## src/rtl/if_stage_pc_unit.sv

```systemverilog
// Instruction-fetch stage: PC register, imem address and IF/ID register.
// Applies EX branch / ID jump redirects, load-use stall and imem wait.
//
// Ports:
//   clk, reset (async, active-low)
//   imem_addr/imem_rdata/imem_ready : instruction memory
//   stall                           : freeze PC and IF/ID
//   id_jop/id_pcsrc/id_rs_data      : ID-stage jump controls
//   ex_branch/ex_branch_taken/
//   ex_branch_target                : EX-stage branch resolution
//   pc, if_id_*                     : fetch PC and IF/ID register
//   ex_flush                        : ID/EX loads a bubble this cycle
module if_stage_pc_unit #(
   parameter logic [31:0] RESET_PC  = 32'h0000_0000,
   parameter logic [31:0] NOP_INSTR = 32'h0000_0000
) (
   input  logic        clk,
   input  logic        reset,
   output logic [31:0] imem_addr,
   input  logic [31:0] imem_rdata,
   input  logic        imem_ready,
   input  logic        stall,
   input  logic        id_jop,
   input  logic [1:0]  id_pcsrc,
   input  logic [31:0] id_rs_data,
   input  logic        ex_branch,
   input  logic        ex_branch_taken,
   input  logic [31:0] ex_branch_target,
   output logic [31:0] pc,
   output logic [31:0] if_id_instr,
   output logic [31:0] if_id_pc_plus4,
   output logic        if_id_valid,
   output logic        ex_flush
);

   logic [31:0] r_pc;
   logic [31:0] r_instr;
   logic [31:0] r_pc4;
   logic        r_valid;

   logic        w_redir_ex;
   logic        w_redir_id;
   logic        w_pcsrc_ok;
   logic [31:0] w_pc_plus4;
   logic [31:0] w_jmp_tgt;
   logic [31:0] w_br_tgt;
   logic [31:0] w_pc_next;
   logic        w_unused;

   assign w_redir_ex = ex_branch & ex_branch_taken;
   assign w_pcsrc_ok = (id_pcsrc == 2'd1) | (id_pcsrc == 2'd2);

   // A jump in ID is dropped while stalled (rs may still be pending)
   // or when an older taken branch in EX makes it wrong-path.
   assign w_redir_id = r_valid & id_jop & w_pcsrc_ok
                     & ~stall & ~w_redir_ex;

   assign w_pc_plus4 = r_pc + 32'd4;
   assign w_br_tgt   = {ex_branch_target[31:2], 2'b00};
   assign w_jmp_tgt  = (id_pcsrc == 2'd1)
                     ? {r_pc4[31:28], r_instr[25:0], 2'b00}
                     : {id_rs_data[31:2], 2'b00};

   assign w_unused = ^{id_rs_data[1:0], ex_branch_target[1:0]};

   always_comb begin
      w_pc_next = w_pc_plus4;
      if (w_redir_ex)
         w_pc_next = w_br_tgt;
      else if (w_redir_id)
         w_pc_next = w_jmp_tgt;
      else if (stall || !imem_ready)
         w_pc_next = r_pc;
   end

   always_ff @(posedge clk or negedge reset) begin
      if (!reset)
         r_pc <= RESET_PC;
      else
         r_pc <= w_pc_next;
   end

   // Memory wait bubbles the instruction but keeps the old pc_plus4.
   always_ff @(posedge clk or negedge reset) begin
      if (!reset) begin
         r_instr <= NOP_INSTR;
         r_pc4   <= 32'd0;
         r_valid <= 1'b0;
      end else if (w_redir_ex || w_redir_id) begin
         r_instr <= NOP_INSTR;
         r_pc4   <= 32'd0;
         r_valid <= 1'b0;
      end else if (stall) begin
         r_instr <= r_instr;
         r_pc4   <= r_pc4;
         r_valid <= r_valid;
      end else if (!imem_ready) begin
         r_instr <= NOP_INSTR;
         r_valid <= 1'b0;
      end else begin
         r_instr <= imem_rdata;
         r_pc4   <= w_pc_plus4;
         r_valid <= 1'b1;
      end
   end

   assign pc             = r_pc;
   assign imem_addr      = r_pc;
   assign if_id_instr    = r_instr;
   assign if_id_pc_plus4 = r_pc4;
   assign if_id_valid    = r_valid;
   assign ex_flush       = w_redir_ex;

endmodule

```

## config.mk

```make
export PLATFORM = sky130hd
export DESIGN_NAME = if_stage_pc_unit
export DESIGN_NICKNAME = d
export VERILOG_FILES = /design/src/rtl/if_stage_pc_unit.sv
export SDC_FILE = /design/constraint.sdc
export NUM_CORES = 1
export LEC_CHECK = 0
export CAP_MARGIN = 20
export CORE_ASPECT_RATIO = 1.25
export CORE_UTILIZATION = 43
export DETAILED_ROUTE_END_ITERATION = 7
export HOLD_SLACK_MARGIN = 0.06
export PLACE_DENSITY = 0.81
export SLEW_MARGIN = 25
export SYNTH_ARGS = -nofsm -noshare
export SYNTH_HDL_FRONTEND = slang
export SYNTH_SLANG_ARGS = --single-unit
```

## constraint.sdc

```tcl
create_clock -name clk -period 2.3 [get_ports clk]
set_input_delay 0.345 -clock clk [delete_from_list [all_inputs] [get_ports clk]]
set_output_delay 0.345 -clock clk [all_outputs]
set_load 0.01 [all_outputs]
```

==> out/metrics.yaml <==
power_and_ir_drop:
  power.density_nw_per_um2: 688.2
  ir_drop_mv: 0.3532
  p_leak_nw: 3.479
clock_tree:
  cts_buffers: 9
  clock_latency_ps: 350
  path_clk_slew_ps: 60
  h-tree-depth: 3
  cts-root-buf: "clkbuf_16"
  cts_buffer_depth: 2
  cts_tree: "built"
  cts.sinks: 93
critical_path:
  crit_chain: "clkdlybuf4s50_1 > inv_1 > ha_4 > nand4bb_4 > buf_6 > nand2_2 > o21ai_4 > clkbuf_16 > a21oi_1 > o2bb2a_1"
  critPathKind: "in2reg"
  cp_max_fo: 7
  ff2ff_path_depth: 5
  start_kind: "primary input"
  cp.required_ps: 2530
  end_kind: "register"
  arrival_ps: 2450
  slowest_stage: "clkdlybuf4s50_1"
  slowest_delay_ps: 460
die:
  initial_core_util_pct: 44.49
  pin_count: 235
  core_um2: 12220
  die_x_um: 102.6
  rows: 45
  die_h_um: 127.7
  die_area_um2: 13100
timing:
  finalSetupTns_ps: 0
  finalClockSkew_ps: 6.342
  fmax_mhz: 449.0
  setup_viol: 0
  fin_crit_sh_pct: 96.83
  worstMarginPinSlew_ps: 645.6
  period_needed_ps: 2227
  grt_setup_unrepaired: "yes"
  slew_violations: 0
  relSlewSlack_pct: 56.91
  hold_viol_final: 0
global_routing:
  first_global_vias: 5416
  grt_use_total_pct: 27.82
  antenna_found_initial: 0
  overflow: 0
  grt_pass1_wl_um: 27860
  grt_max_degree: 34
yosys:
  synth_warnings: 0
  synth.distinct_cells: 50
  synth_top_cell_by_area: "dfrtp_1"
  synth.most_common_cell: "dfrtp_1"
  synth-edff-count: 0
  yosysSeqAreaShare_pct: 42.82
  synth_cells: 576
  synth_common_cells: "93 x dfrtp_1, 68 x nand2_1, 38 x buf_4, 38 x o21ai_0"
  yosys_register_bits: 93
  async_flop_share_pct: 100.0
  yosysTopAreaCellShare_pct: 42.82
  synth_ff_type: "dfrtp_1"
  netlist_area_um2: 5435
  avgSynthCellArea_um2: 9.436
  synthTopCellsByArea: "dfrtp_1 43%, mux2i_1 6.3%, a22o_1 5.5%, buf_4 5.2%, nand2_1 4.7%"
run:
  drv_cap: 0
routing:
  drt_iter0_drc: 313
  drc: 0
  avgViaCountPerCell: 5.606
  wl_per_cell_um: 18.64
  dr.pass1.iters: 4
  vias: 5449
  ant_nets: 0
  routed_wirelength_um: 18120
final_layout:
  multi_input_area_um2: 2739
  ff_latch_area_um2: 2327
  layout-drive-gt1-share_pct: 12.62
  nets: 910
  area_delta_synth_final_pct: 54.54
  antenna_cells: 0
  fillers: 962
  fin_util_pct: 68.75
outcome:
  status: "finished, final reports clean"
placed_design:
  gp_congestion: 0.9115
  dp_hpwl_um: 13910
  io_buffers: 224
min_path:
  hold-path-cell-count: 2
  min_path_type: "reg2reg"
==> registers in the layout (all words and copies together), names as in the netlist <==
signal          cells
if_id_instr        32
if_id_pc_plus4     30
imem_addr          30
if_id_valid         1
==> what timing repair did <==
action                     CTS  global route
setup endpoints to repair   19            41
hold buffers                 1             0
setup buffers                0             2
pin swaps                    0             5
gates cloned                 0             2
hold endpoints to repair    31             0
resized for setup            4            13
==> cell type report <==
type	count	area share (%)
Clock buffer	11	2.771
Clock inverter	5	0.3277
Inverter	13	0.5810
Multi-Input combinational cell	398	32.61
Sequential cell	93	27.71
Tap cell	164	2.443
Timing Repair Buffer	288	33.56
==> stage by stage <==
step | hold slack (ps) | cell area [um^2] | std cells | power, mW | setup slack (ps)
floorplan | 49.41 | 5454 | 581 | 3.227 | 95.16
global placement | 322.9 | 7985 | 951 | 4.337 | -415.4
detailed placement | 330.7 | 7985 | 951 | 4.399 | -473.1
CTS | 482.1 | 8275 | 968 | 5.754 | 1.006
global route | 504.0 | 8399 | 972 | 6.046 | -8.604
finish | 475.7 | 8399 | 972 | 5.780 | 72.98
==> layout by cell type, fill, tap and decap left out, types with 4 or more instances in the layout <==
cell type	instances
clkdlybuf4s50_1	223
dfrtp_1	93
nand2_1	67
buf_4	55
o21ai_0	38
a22o_1	34
mux2i_1	33
a21oi_1	28
xnor2_1	18
nor2_1	17
nand3_1	14
inv_1	12
o2bb2a_1	11
clkbuf_16	11
xor2_1	10
nor2b_1	8
and3_1	8
nor3_1	8
o21a_1	8
o22ai_1	8
and4_1	6
nand4_1	6
o22a_1	6
conb_1	6
o221ai_1	5
a211oi_1	5
and2_1	4
o22ai_2	4
clkinv_2	4
buf_12	4
==> logic make-up (layout without fill, tap and decap cells) <==
| family | after synthesis | in the layout | share of synthesized area, % |
|---|---|---|---|
| xor gates and xnor gates | 28 | 28 | 4.512 |
| other | 1 | 6 | 0.06899 |
| DFF | 93 | 93 | 42.82 |
| muxes | 35 | 35 | 6.469 |
| adders and majority gates | 2 | 2 | 0.4603 |
| and+or+nand+nor | 152 | 152 | 14.00 |
| AOI/OAI and AO/OA | 175 | 175 | 22.77 |
| buffers and inverters | 90 | 317 | 8.909 |
==> worst max-delay path: cells and delay by family <==
| kind | cells | cell delay [ps] |
|---|---|---|
| buffers and inverters | 4 | 880 |
| AO/OA/AOI/OAI | 3 | 630 |
| adder cells (fa/ha/maj) | 1 | 290 |
| AND/OR/NAND/NOR | 2 | 300 |
==> power breakdown <==
part / switching, mW / total (mW) / leakage (nW) / internal [mW]
logic: 0.996 / 2.25 / 2.21 / 1.25
clock network: 0.637 / 1.36 / 0.129 / 0.727
registers: 0.281 / 2.17 / 1.14 / 1.89
==> final timing paths <==
check,endpoint,from,slack [ps]
setup / recovery,imem_addr[27]$_DFFE_PN0P_,id_pcsrc[1],70
hold / removal,if_id_pc_plus4[23]$_DFFE_PN0P_,if_id_pc_plus4[23]$_DFFE_PN0P_,480
setup reg to reg,imem_addr[26]$_DFFE_PN0P_,imem_addr[11]$_DFFE_PN0P_,150
hold reg to reg,if_id_pc_plus4[23]$_DFFE_PN0P_,if_id_pc_plus4[23]$_DFFE_PN0P_,480
max in group asynchronous,imem_addr[21]$_DFFE_PN0P_,reset,1030
min in group asynchronous,if_id_pc_plus4[4]$_DFFE_PN0P_,reset,500
==> metal layers <==
| metal | share of wire (%) | wire length, um | up-vias | global-route usage [%] |
|---|---|---|---|---|
| met1 | 39 | 7012 | 2671 | 33.24 |
| met3 | 6.2 | 1115 | 31 | 4.198 |
| met5 | 0 | 0 | - | 0 |
| met2 | 52 | 9480 | 245 | 48.47 |
| met4 | 2.8 | 512 | 0 | 12.86 |
| li1 | - | - | 2502 | - |
Note: power is estimated with default switching activity, not from simulation.
